==> config.mk <==
export PLATFORM = sky130hd
export DESIGN_NAME = pzbcm_arbiter_config_loader
export DESIGN_NICKNAME = d
export VERILOG_FILES = /design/src/rtl/pzbcm_arbiter_pkg.sv /design/src/rtl/pzbcm_arbiter_config_shadow.sv /design/src/rtl/pzbcm_arbiter_config_loader.sv
export SDC_FILE = /design/constraint.sdc
export NUM_CORES = 1
export LEC_CHECK = 0
export ABC_CLOCK_PERIOD_IN_PS = 3700
export CAP_MARGIN = 20
export CORE_AREA = 4 4 191 193
export CTS_CLUSTER_DIAMETER = 200
export DETAILED_ROUTE_END_ITERATION = 7
export DIE_AREA = 0 0 195 197
export GPL_TIMING_DRIVEN = 1
export PLACE_DENSITY_LB_ADDON = 0.3
export SLEW_MARGIN = 40
export SYNTH_ARGS = -nofsm -noshare
export SYNTH_HDL_FRONTEND = slang
export SYNTH_SLANG_ARGS = --single-unit
==> constraint.sdc <==
create_clock -name i_clk -period 3.7 [get_ports i_clk]
set_input_delay 0.925 -clock i_clk [delete_from_list [all_inputs] [get_ports i_clk]]
set_output_delay 0.925 -clock i_clk [all_outputs]
set_load 0.01 [all_outputs]
==> src/rtl/pzbcm_arbiter_pkg.sv <==
// Shared arbiter definitions: arbiter type encodings, the configuration
// structure driven to an arbiter instance, the default configuration and the
// register map used by the configuration loader.
package pzbcm_arbiter_pkg;

  localparam int PZBCM_ARBITER_MAX_REQUESTS = 16;
  localparam int PRIORITY_WIDTH             = 4;
  localparam int WEIGHT_WIDTH               = 8;
  localparam int INDEX_WIDTH                = $clog2(PZBCM_ARBITER_MAX_REQUESTS);

  // Encodings 6 and 7 are reserved.
  typedef enum logic [2:0] {
    PZBCM_ARBITER_FIXED_PRIORITY       = 3'd0,
    PZBCM_ARBITER_ROUND_ROBIN          = 3'd1,
    PZBCM_ARBITER_WEIGHTED_ROUND_ROBIN = 3'd2,
    PZBCM_ARBITER_PRIORITY_MATRIX      = 3'd3,
    PZBCM_ARBITER_LRU                  = 3'd4,
    PZBCM_ARBITER_INORDER              = 3'd5
  } pzbcm_arbiter_type;

  typedef struct packed {
    logic                                                           reset;
    pzbcm_arbiter_type                                              arbiter_type;
    logic                                                           weight_valid;
    logic [PZBCM_ARBITER_MAX_REQUESTS-1:0][PRIORITY_WIDTH-1:0]      request_priority;
    logic [PZBCM_ARBITER_MAX_REQUESTS-1:0][WEIGHT_WIDTH-1:0]        weight;
    logic [PZBCM_ARBITER_MAX_REQUESTS-1:0][PZBCM_ARBITER_MAX_REQUESTS-1:0] priority_matrix;
  } pzbcm_arbiter_config;

  localparam pzbcm_arbiter_config PZBCM_ARBITER_CONFIG_ROUND_ROBIN = '{
    reset:            1'b0,
    arbiter_type:     PZBCM_ARBITER_ROUND_ROBIN,
    weight_valid:     1'b0,
    request_priority: '0,
    weight:           '0,
    priority_matrix:  '0
  };

  // Register map. Per-requester blocks are PZBCM_ARBITER_MAX_REQUESTS wide.
  localparam logic [7:0] PZBCM_ARBITER_CONFIG_ADDRESS_TYPE         = 8'h00;
  localparam logic [7:0] PZBCM_ARBITER_CONFIG_ADDRESS_WEIGHT_VALID = 8'h01;
  localparam logic [7:0] PZBCM_ARBITER_CONFIG_ADDRESS_COMMIT       = 8'h02;
  localparam logic [7:0] PZBCM_ARBITER_CONFIG_ADDRESS_PRIORITY     = 8'h10;
  localparam logic [7:0] PZBCM_ARBITER_CONFIG_ADDRESS_WEIGHT       = 8'h30;
  localparam logic [7:0] PZBCM_ARBITER_CONFIG_ADDRESS_MATRIX       = 8'h50;

  function automatic logic pzbcm_arbiter_type_is_valid(input logic [2:0] type_code);
    return type_code <= 3'd5;
  endfunction

endpackage

==> src/rtl/pzbcm_arbiter_config_shadow.sv <==
// Shadow register file of the arbiter configuration loader.
// Decodes single-beat CSR writes, updates the shadow configuration and flags
// rejected writes (unmapped address, requester index out of range, reserved
// arbiter type).
//   clk, rst        clock, synchronous active-high reset
//   write_accept    a CSR write transfers this cycle
//   write_address   register address
//   write_data      write data (LSBs used)
//   shadow          shadow configuration (reset field unused)
//   commit_request  accepted COMMIT write with data[0]=1 (combinational)
//   write_error     one-cycle pulse the cycle after a rejected write
module pzbcm_arbiter_config_shadow
  import pzbcm_arbiter_pkg::*;
#(
  parameter int                  REQUESTS       = 4,
  parameter pzbcm_arbiter_config DEFAULT_CONFIG = PZBCM_ARBITER_CONFIG_ROUND_ROBIN
)(
  input  logic                clk,
  input  logic                rst,
  input  logic                write_accept,
  input  logic [7:0]          write_address,
  input  logic [31:0]         write_data,
  output pzbcm_arbiter_config shadow,
  output logic                commit_request,
  output logic                write_error
);

  localparam logic [7:0] BLOCK_SIZE     = 8'(PZBCM_ARBITER_MAX_REQUESTS);
  localparam logic [7:0] REQUESTS_LIMIT = 8'(REQUESTS);

  typedef enum logic [2:0] {
    TARGET_NONE,
    TARGET_TYPE,
    TARGET_WEIGHT_VALID,
    TARGET_COMMIT,
    TARGET_PRIORITY,
    TARGET_WEIGHT,
    TARGET_MATRIX
  } target_e;

  target_e                               target;
  logic [7:0]                            offset;
  logic [INDEX_WIDTH-1:0]                index;
  logic                                  reject;
  logic [PZBCM_ARBITER_MAX_REQUESTS-1:0] matrix_row;
  pzbcm_arbiter_config                   shadow_q;
  logic                                  write_error_q;
  logic                                  unused_data;

  assign unused_data = ^write_data[31:8];

  always_comb begin
    target     = TARGET_NONE;
    offset     = '0;
    matrix_row = '0;
    matrix_row[REQUESTS-1:0] = write_data[REQUESTS-1:0];
    if (write_address == PZBCM_ARBITER_CONFIG_ADDRESS_TYPE) begin
      target = TARGET_TYPE;
    end else if (write_address == PZBCM_ARBITER_CONFIG_ADDRESS_WEIGHT_VALID) begin
      target = TARGET_WEIGHT_VALID;
    end else if (write_address == PZBCM_ARBITER_CONFIG_ADDRESS_COMMIT) begin
      target = TARGET_COMMIT;
    end else if ((write_address >= PZBCM_ARBITER_CONFIG_ADDRESS_PRIORITY) &&
                 (write_address <  PZBCM_ARBITER_CONFIG_ADDRESS_PRIORITY + BLOCK_SIZE)) begin
      target = TARGET_PRIORITY;
      offset = write_address - PZBCM_ARBITER_CONFIG_ADDRESS_PRIORITY;
    end else if ((write_address >= PZBCM_ARBITER_CONFIG_ADDRESS_WEIGHT) &&
                 (write_address <  PZBCM_ARBITER_CONFIG_ADDRESS_WEIGHT + BLOCK_SIZE)) begin
      target = TARGET_WEIGHT;
      offset = write_address - PZBCM_ARBITER_CONFIG_ADDRESS_WEIGHT;
    end else if ((write_address >= PZBCM_ARBITER_CONFIG_ADDRESS_MATRIX) &&
                 (write_address <  PZBCM_ARBITER_CONFIG_ADDRESS_MATRIX + BLOCK_SIZE)) begin
      target = TARGET_MATRIX;
      offset = write_address - PZBCM_ARBITER_CONFIG_ADDRESS_MATRIX;
    end
    index = offset[INDEX_WIDTH-1:0];

    // Per-requester blocks are sized for the maximum requester count, so an
    // in-block address can still name a requester this instance lacks.
    reject = (target == TARGET_NONE) ||
             (((target == TARGET_PRIORITY) || (target == TARGET_WEIGHT) ||
               (target == TARGET_MATRIX)) && (offset >= REQUESTS_LIMIT)) ||
             ((target == TARGET_TYPE) && !pzbcm_arbiter_type_is_valid(write_data[2:0]));
  end

  assign commit_request = write_accept && (target == TARGET_COMMIT) && write_data[0];

  always_ff @(posedge clk) begin
    if (rst) begin
      shadow_q      <= DEFAULT_CONFIG;
      write_error_q <= 1'b0;
    end else begin
      write_error_q <= write_accept && reject;
      if (write_accept && !reject) begin
        case (target)
          TARGET_TYPE:         shadow_q.arbiter_type            <= pzbcm_arbiter_type'(write_data[2:0]);
          TARGET_WEIGHT_VALID: shadow_q.weight_valid            <= write_data[0];
          TARGET_PRIORITY:     shadow_q.request_priority[index] <= write_data[PRIORITY_WIDTH-1:0];
          TARGET_WEIGHT:       shadow_q.weight[index]           <= write_data[WEIGHT_WIDTH-1:0];
          TARGET_MATRIX:       shadow_q.priority_matrix[index]  <= matrix_row;
          default: ;
        endcase
      end
    end
  end

  assign shadow      = shadow_q;
  assign write_error = write_error_q;

endmodule

==> src/rtl/pzbcm_arbiter_config_loader.sv <==
// Arbiter configuration loader.
// Collects CSR writes into shadow registers and applies them atomically to
// the arbiter configuration on COMMIT, once the arbiter reports idle. Every
// apply (and reset) drives config.reset for one cycle so the arbiter
// reinitialises its rotation/LRU state.
//   i_clk, i_rst     clock, synchronous active-high reset
//   i_write_valid    write request; o_write_ready accepts it
//   i_write_address  register address
//   i_write_data     write data
//   i_arbiter_idle   arbiter has nothing in flight
//   o_config         configuration driven to the arbiter
//   o_busy           commit pending or being applied
//   o_write_error    pulse: an accepted write was rejected
//   o_commit_done    pulse: first cycle a committed config is driven
module pzbcm_arbiter_config_loader
  import pzbcm_arbiter_pkg::*;
#(
  parameter int                  REQUESTS       = 4,
  parameter pzbcm_arbiter_config DEFAULT_CONFIG = PZBCM_ARBITER_CONFIG_ROUND_ROBIN
)(
  input  logic                i_clk,
  input  logic                i_rst,
  input  logic                i_write_valid,
  output logic                o_write_ready,
  input  logic [7:0]          i_write_address,
  input  logic [31:0]         i_write_data,
  input  logic                i_arbiter_idle,
  output pzbcm_arbiter_config o_config,
  output logic                o_busy,
  output logic                o_write_error,
  output logic                o_commit_done
);

  typedef enum logic [1:0] {
    IDLE,
    PENDING,
    APPLY
  } state_e;

  state_e              state;
  state_e              state_next;
  logic                write_accept;
  logic                commit_request;
  pzbcm_arbiter_config shadow;
  pzbcm_arbiter_config config_q;
  logic                commit_done_q;

  // Entries and matrix columns beyond REQUESTS are forced to zero so the
  // arbiter never sees stale defaults for requesters it does not have.
  function automatic pzbcm_arbiter_config mask_config(input pzbcm_arbiter_config cfg,
                                                      input logic reset_bit);
    pzbcm_arbiter_config masked;
    masked       = cfg;
    masked.reset = reset_bit;
    for (int n = 0; n < PZBCM_ARBITER_MAX_REQUESTS; n++) begin
      if (n >= REQUESTS) begin
        masked.request_priority[n] = '0;
        masked.weight[n]           = '0;
        masked.priority_matrix[n]  = '0;
      end else begin
        for (int b = REQUESTS; b < PZBCM_ARBITER_MAX_REQUESTS; b++) begin
          masked.priority_matrix[n][b] = 1'b0;
        end
      end
    end
    return masked;
  endfunction

  assign o_write_ready = (state == IDLE);
  assign o_busy        = (state != IDLE);
  assign write_accept  = i_write_valid && o_write_ready;

  pzbcm_arbiter_config_shadow #(
    .REQUESTS       (REQUESTS),
    .DEFAULT_CONFIG (DEFAULT_CONFIG)
  ) u_shadow (
    .clk            (i_clk),
    .rst            (i_rst),
    .write_accept   (write_accept),
    .write_address  (i_write_address),
    .write_data     (i_write_data),
    .shadow         (shadow),
    .commit_request (commit_request),
    .write_error    (o_write_error)
  );

  always_ff @(posedge i_clk) begin
    if (i_rst) begin
      state <= IDLE;
    end else begin
      state <= state_next;
    end
  end

  always_comb begin
    state_next = state;
    case (state)
      IDLE:    if (commit_request) state_next = PENDING;
      PENDING: if (i_arbiter_idle) state_next = APPLY;
      APPLY:   state_next = IDLE;
      default: state_next = IDLE;
    endcase
  end

  // Config only reloads on PENDING->APPLY; every other cycle just drops the
  // one-cycle reset strobe.
  always_ff @(posedge i_clk) begin
    if (i_rst) begin
      config_q      <= mask_config(DEFAULT_CONFIG, 1'b1);
      commit_done_q <= 1'b0;
    end else begin
      commit_done_q <= 1'b0;
      if ((state == PENDING) && i_arbiter_idle) begin
        config_q      <= mask_config(shadow, 1'b1);
        commit_done_q <= 1'b1;
      end else begin
        config_q.reset <= 1'b0;
      end
    end
  end

  assign o_config      = config_q;
  assign o_commit_done = commit_done_q;

endmodule

==> results of run 1 <==
[cells by family after synthesis]
| logic type | after synthesis | synth area share |
|---|---|---|
| AO/OA/AOI/OAI | 88 | 0.0978 |
| XOR/XNOR | 1 | 0.00108 |
| adder cells (fa/ha/maj) | 4 | 0.00617 |
| buffers and inverters | 425 | 0.375 |
| flip-flops | 141 | 0.348 |
| multiplexers | 68 | 0.0839 |
| other | 1 | 0.000462 |
| AND/OR/NAND/NOR | 124 | 0.0875 |
[per-layer routing]
metal  up-vias  wire length (µm)  global-route usage
met5         -                 0                   0
met1      2229              7320               0.104
met3        14              1790              0.0350
li1       2304                 -                   -
met4         0               160              0.0207
met2       237              9590               0.154
[critical path: cells and delay by family]
family / cells / cell delay, ps
multiplexers: 1 / 200
AND/OR/NAND/NOR: 4 / 1300
adder cells (fa/ha/maj): 1 / 150
buffers and inverters: 4 / 810
AO/OA/AOI/OAI: 1 / 220
[final cells by class]
class / instances / area share
Inverter: 10 / 0.00418
Sequential cell: 141 / 0.314
Clock buffer: 19 / 0.0504
Timing Repair Buffer: 129 / 0.138
Multi-Input combinational cell: 669 / 0.411
Clock inverter: 13 / 0.0182
Tap cell: 455 / 0.0633
[cell usage after synthesis, types with 2 or more instances]
library cell / count
buf_4: 384
dfxtp_1: 141
mux2i_1: 68
a22o_1: 67
nor2_1: 60
clkbuf_1: 25
nand2b_1: 21
inv_1: 10
nand3_1: 5
a211oi_2: 4
ha_1: 4
nand2_1: 4
nor4_4: 4
buf_1: 3
buf_2: 3
nand3b_1: 3
nor3_1: 3
a21oi_1: 2
nand4_1: 2
nor2b_1: 2
nor3b_1: 2
or2_2: 2
or3_1: 2
[worst max-delay path by stage]
stage	to	slack, ps	depth (start not counted)
2_1_floorplan	u_shadow.shadow[258]	450	8
3_3_place_gp	u_shadow.shadow[392]	-80	11
3_5_place_dp	u_shadow.shadow[394]	-70	11
4_1_cts	u_shadow.shadow[394]	370	11
5_1_grt	u_shadow.shadow[394]	170	11
6_report	u_shadow.shadow[394]	390	11
[flip-flops by register name, indices dropped and copies added, names as in the netlist]
register              cells
o_commit_done             1
o_config                 69
state                     2
u_shadow.shadow          68
u_shadow.write_error      1
[power by group through the flow]
stage | Clock (mW) | Combinational (mW) | Sequential [mW]
2_1_floorplan | 0 | 0.544 | 1.55
3_3_place_gp | 0 | 0.316 | 1.55
3_5_place_dp | 0 | 0.316 | 1.55
4_1_cts | 1.82 | 0.316 | 1.52
5_1_grt | 1.90 | 0.361 | 1.52
6_report | 1.76 | 0.328 | 1.52
==> flow_metrics.py, run 1 <==
metrics = {
    "sta": {
        "drv_slew": 0,
        "finalSetupViolCount": 0,
        "period_minus_slack_ps": 3310,
        "rsz0062_at_grt": "false",
        "worst_slew_pin_slew_ps": 576,
        "max-slew-margin-rel": 0.616,
        "fin_worst_skew_ps": 5.75,
        "finalCritPeriodShare": 0.893,
        "fmax_mhz": 303,
        "final.setup.tns_ps": 0,
        "hold_viol_final": 0,
        "setup_ws_ps": 395,
        "timing.hold.ws_ps": 468,
    },
    "synthesis": {
        "synthCells": 852,
        "synth_seq_cells": 141,
        "syn_area_per_cell_um2": 9.52,
        "synth-seq-area-share": 0.348,
        "ys_types": 54,
        "syn_area_um2": 8110,
        "synth_edf_count": 0,
        "yosysWarnings": 0,
        "ys.flop_type": "dfxtp_1",
        "synth_top_area_frac": 0.356,
        "synth_area_leaders": "buf_4 36%, dfxtp_1 35%, mux2i_1 8.4%, a22o_1 7.2%, nor2_1 2.8%",
        "synthArstFlopShare": 0,
        "synth_area_leader_cell": "buf_4",
    },
    "clock_network": {
        "cts_tree": "done",
        "root_buffer": "clkbuf_16",
        "clk_pin_slew_ps": 60,
        "cts.htree.levels": 4,
        "numClockSinks": 141,
        "holdBufCountCts": 0,
        "insertion_delay_ps": 410,
        "cts_setup_buffers": 0,
        "cts_made_buffers": 17,
        "clk_path_buf_depth": 2,
        "cts.repair.resized": 0,
    },
    "die": {
        "core.rowCount": 68,
        "die-height_um": 197,
        "ios": 501,
        "core_um2": 34500,
        "dieArea_um2": 38400,
        "start_util": 0.235,
        "die_w_um": 195,
    },
    "critical_path": {
        "crit_chain": "clkdlybuf4s50_1, inv_1, buf_4, ha_1, or4b_4, o221ai_2, nand2_2, nor3_1, buf_4, nand3_1, mux2i_1",
        "r2r_slack_ps": 1470,
        "cp_max_fo": 6,
        "critPathLaunch": "i_write_address[5]",
        "critPathMostFrequentCell": "buf_4",
        "path_class": "in2reg",
        "crit_required_ps": 3990,
        "end_kind": "flop",
        "slowest_stage": "or4b_4",
        "slowest_delay_ps": 510,
        "startpoint_type": "primary input",
        "cp.arrival_ps": 3600,
        "regToRegStartpoint": "state[0]",
        "rr_worst_depth": 7,
        "rr_endpoint": "u_shadow.shadow[273]",
    },
    "pwr": {
        "power_frac_comb": 0.091,
        "power_frac_clock": 0.488,
        "p_per_area_nw_per_um2": 402,
        "leakage_nw": 4.03,
        "power_switching_uw": 937,
        "seqPwrFrac": 0.421,
        "p_sw_frac": 0.259,
        "p_total_mw": 3.61,
        "ir_drop_v": 0.000314,
        "internal-power_mw": 2.68,
    },
    "hold_path": {
        "min_to": "o_config[449]",
        "min_path_cells": 2,
        "min_path_type": "reg2reg",
        "hp-start": "u_shadow.shadow[449]",
    },
    "run_status": {
        "run_status": "finished, final reports clean",
    },
    "cells_and_area": {
        "num_antenna_cells": 0,
        "fill_cells": 3726,
        "fin_util": 0.260,
        "final_cell_mix": "384 x conb_1, 141 x dfxtp_1, 91 x clkdlybuf4s50_1, 68 x mux2i_1, 67 x a22o_1",
        "final_cell_area_um2": 8990,
        "syn_to_final_growth_pct": 10.8,
        "multi_input_area_um2": 3700,
        "mostFrequentLayoutCell": "conb_1",
        "nets": 1016,
        "fin_cells": 1436,
        "seq_area_um2": 2820,
        "drive_gt1_frac": 0.0928,
    },
    "detailed_routing": {
        "drc_errors": 0,
        "routed-via-count": 4784,
        "drtPass1Iterations": 4,
        "routed_wirelength_mm": 18.9,
        "wl_per_cell_um": 13.1,
        "viasPerCell": 3.33,
        "ant_nets": 0,
        "drt_iter0_markers": 170,
    },
    "grt": {
        "overflow": 0,
        "grt_max_degree": 50,
        "grt_pass1_wl_mm": 26.8,
        "grt_pass1_vias": 4367,
        "antenna_found_initial": 0,
        "grtUsageTotal": 0.0890,
    },
    "placement": {
        "hpwl_mm": 14.0,
        "place_ws_ps": -65.4,
        "dp_cells": 1404,
        "place_area_um2": 8370,
        "port_buffers": 92,
        "place_congestion": 0.719,
    },
    "job": {
        "maxCapViolCount": 0,
    },
}
No activity file was read; power rests on OpenSTA's default activity.
==> inputs of run 2 (changes only) <==
- GPL_TIMING_DRIVEN: 1 -> 0
- MAX_ROUTING_LAYER: default -> met4
- SKIP_LAST_GASP: default -> 1
==> run 2 against run 1 <==
  * Via count is 22% higher
  * Largest cell class is now buffers
  * Flip-flop and latch count stayed put
  * Largest power group unchanged
  * Die area stayed put
  * Clock skew is 0.96 ps higher
==> flow_metrics.py, run 2 (synthesis gave the netlist of run 1 again) <==
metrics = {
    "cells_and_area": {
        "final_cell_mix": "392 x buf_4, 384 x conb_1, 141 x dfxtp_1, 89 x clkdlybuf4s50_1, 68 x mux2i_1",
        "fin_util": 0.338,
        "final_cell_area_um2": 11700,
        "drive_gt1_frac": 0.328,
        "nets": 1402,
        "num_antenna_cells": 0,
        "syn_to_final_growth_pct": 44.0,
        "largest_reg_flops": 69,
        "fill_cells": 3543,
        "mostFrequentLayoutCell": "buf_4",
    },
    "critical_path": {
        "path_class": "in2reg",
        "crit_required_ps": 3980,
        "cp.arrival_ps": 3870,
        "startpoint_type": "primary input",
        "cp_max_fo": 7,
        "end_kind": "flop",
    },
    "sta": {
        "rsz0062_at_grt": "true",
        "drv_slew": 0,
        "final.setup.tns_ps": 0,
        "worst_slew_pin_slew_ps": 742,
        "fin_worst_skew_ps": 6.71,
        "period_minus_slack_ps": 3580,
        "setup_ws_ps": 118,
        "max-slew-margin-rel": 0.505,
        "hold_viol_final": 0,
        "fmax_mhz": 279,
        "finalCritPeriodShare": 0.968,
        "finalSetupViolCount": 0,
    },
    "grt": {
        "overflow": 0,
        "grt_pass1_wl_mm": 32.3,
        "grt_pass1_vias": 5275,
        "antenna_found_initial": 0,
        "grt_max_degree": 17,
        "grtUsageTotal": 0.110,
    },
    "detailed_routing": {
        "drc_errors": 0,
        "routed_wirelength_mm": 22.3,
        "wl_per_cell_um": 12.2,
        "drt_iter0_markers": 194,
        "ant_nets": 0,
        "drtPass1Iterations": 5,
        "routed-via-count": 5846,
        "viasPerCell": 3.21,
    },
    "die": {
        "dieArea_um2": 38400,
        "core.rowCount": 68,
        "die_w_um": 195,
        "die-height_um": 197,
        "core_um2": 34500,
        "start_util": 0.235,
        "ios": 501,
    },
    "pwr": {
        "leakage_nw": 6.01,
        "p_total_mw": 3.78,
        "p_per_area_nw_per_um2": 324,
        "ir_drop_v": 0.000265,
    },
    "job": {
        "maxCapViolCount": 0,
    },
    "placement": {
        "place_congestion": 0.801,
        "hpwl_mm": 18.3,
        "port_buffers": 89,
        "place_area_um2": 11000,
        "place_ws_ps": -504,
    },
    "clock_network": {
        "clk_pin_slew_ps": 60,
        "numClockSinks": 141,
        "holdBufCountCts": 0,
        "cts_made_buffers": 17,
        "root_buffer": "clkbuf_16",
        "insertion_delay_ps": 410,
        "cts_tree": "done",
        "clk_path_buf_depth": 2,
        "cts.htree.levels": 4,
    },
    "run_status": {
        "run_status": "finished, final reports clean",
    },
    "hold_path": {
        "min_path_type": "reg2reg",
    },
}
==> run 2: area by class of cell <==
cell class,instances,area (µm²),share of cell area
well taps,455,569,0.0488
repair buffers,100,985,0.0843
flip-flops and latches,141,2820,0.242
clock buffers,25,505,0.0433
clock inverters,7,60.1,0.00514
plain buffers,415,3000,0.257
inverters,10,37.5,0.00321
multi-input cells,669,3690,0.316
==> run 2: final timing paths <==
| path | slack [ps] | start | cells past startpoint | to |
|---|---|---|---|---|
| setup / recovery | 120 | i_write_address[5] | 9 | u_shadow.shadow[2] |
| hold / removal | 460 | u_shadow.shadow[449] | 2 | o_config[449] |
| setup reg to reg | 1330 | state[0] | 7 | u_shadow.shadow[267] |
| hold reg to reg | 460 | u_shadow.shadow[449] | 2 | o_config[449] |
==> run 2: stage by stage <==
stage	instances	hold slack, ps
after detailed placement	1783	453
after global routing	1822	489
after floorplan	1235	429
after global placement	1779	454
final	1822	458
after CTS	1816	464
==> run 2: worst max-delay path, cell delays in order <==
cell and delay (ps):
clkdlybuf4s50_1 580, inv_1 120, ha_1 360, nand4bb_1 200, o221ai_1 360, o211ai_1 380
a211oi_2 620, mux2i_1 270, nor2_1 60
==> run 2: report_power, final <==
group	switching, mW	internal, mW	leakage (nW)
logic	0.330	0.307	4.59
clock network	0.612	1.01	0.287
registers	0.000946	1.52	1.14
==> run 2: timing repair <==
item	in CTS	in global routing
buffers inserted	1	6
setup endpoints to repair	5	46
pin swaps	1	3
gates cloned	0	0
resized for setup	0	5
==> run 2: layer usage <==
layer  global-route usage  vias up  wire length, µm
met5                    -        -                0
met4               0.0305        0              296
met3               0.0379       19             1920
met2                0.192      232            11500
met1                0.120     2513             8550
li1                     -     3082                -
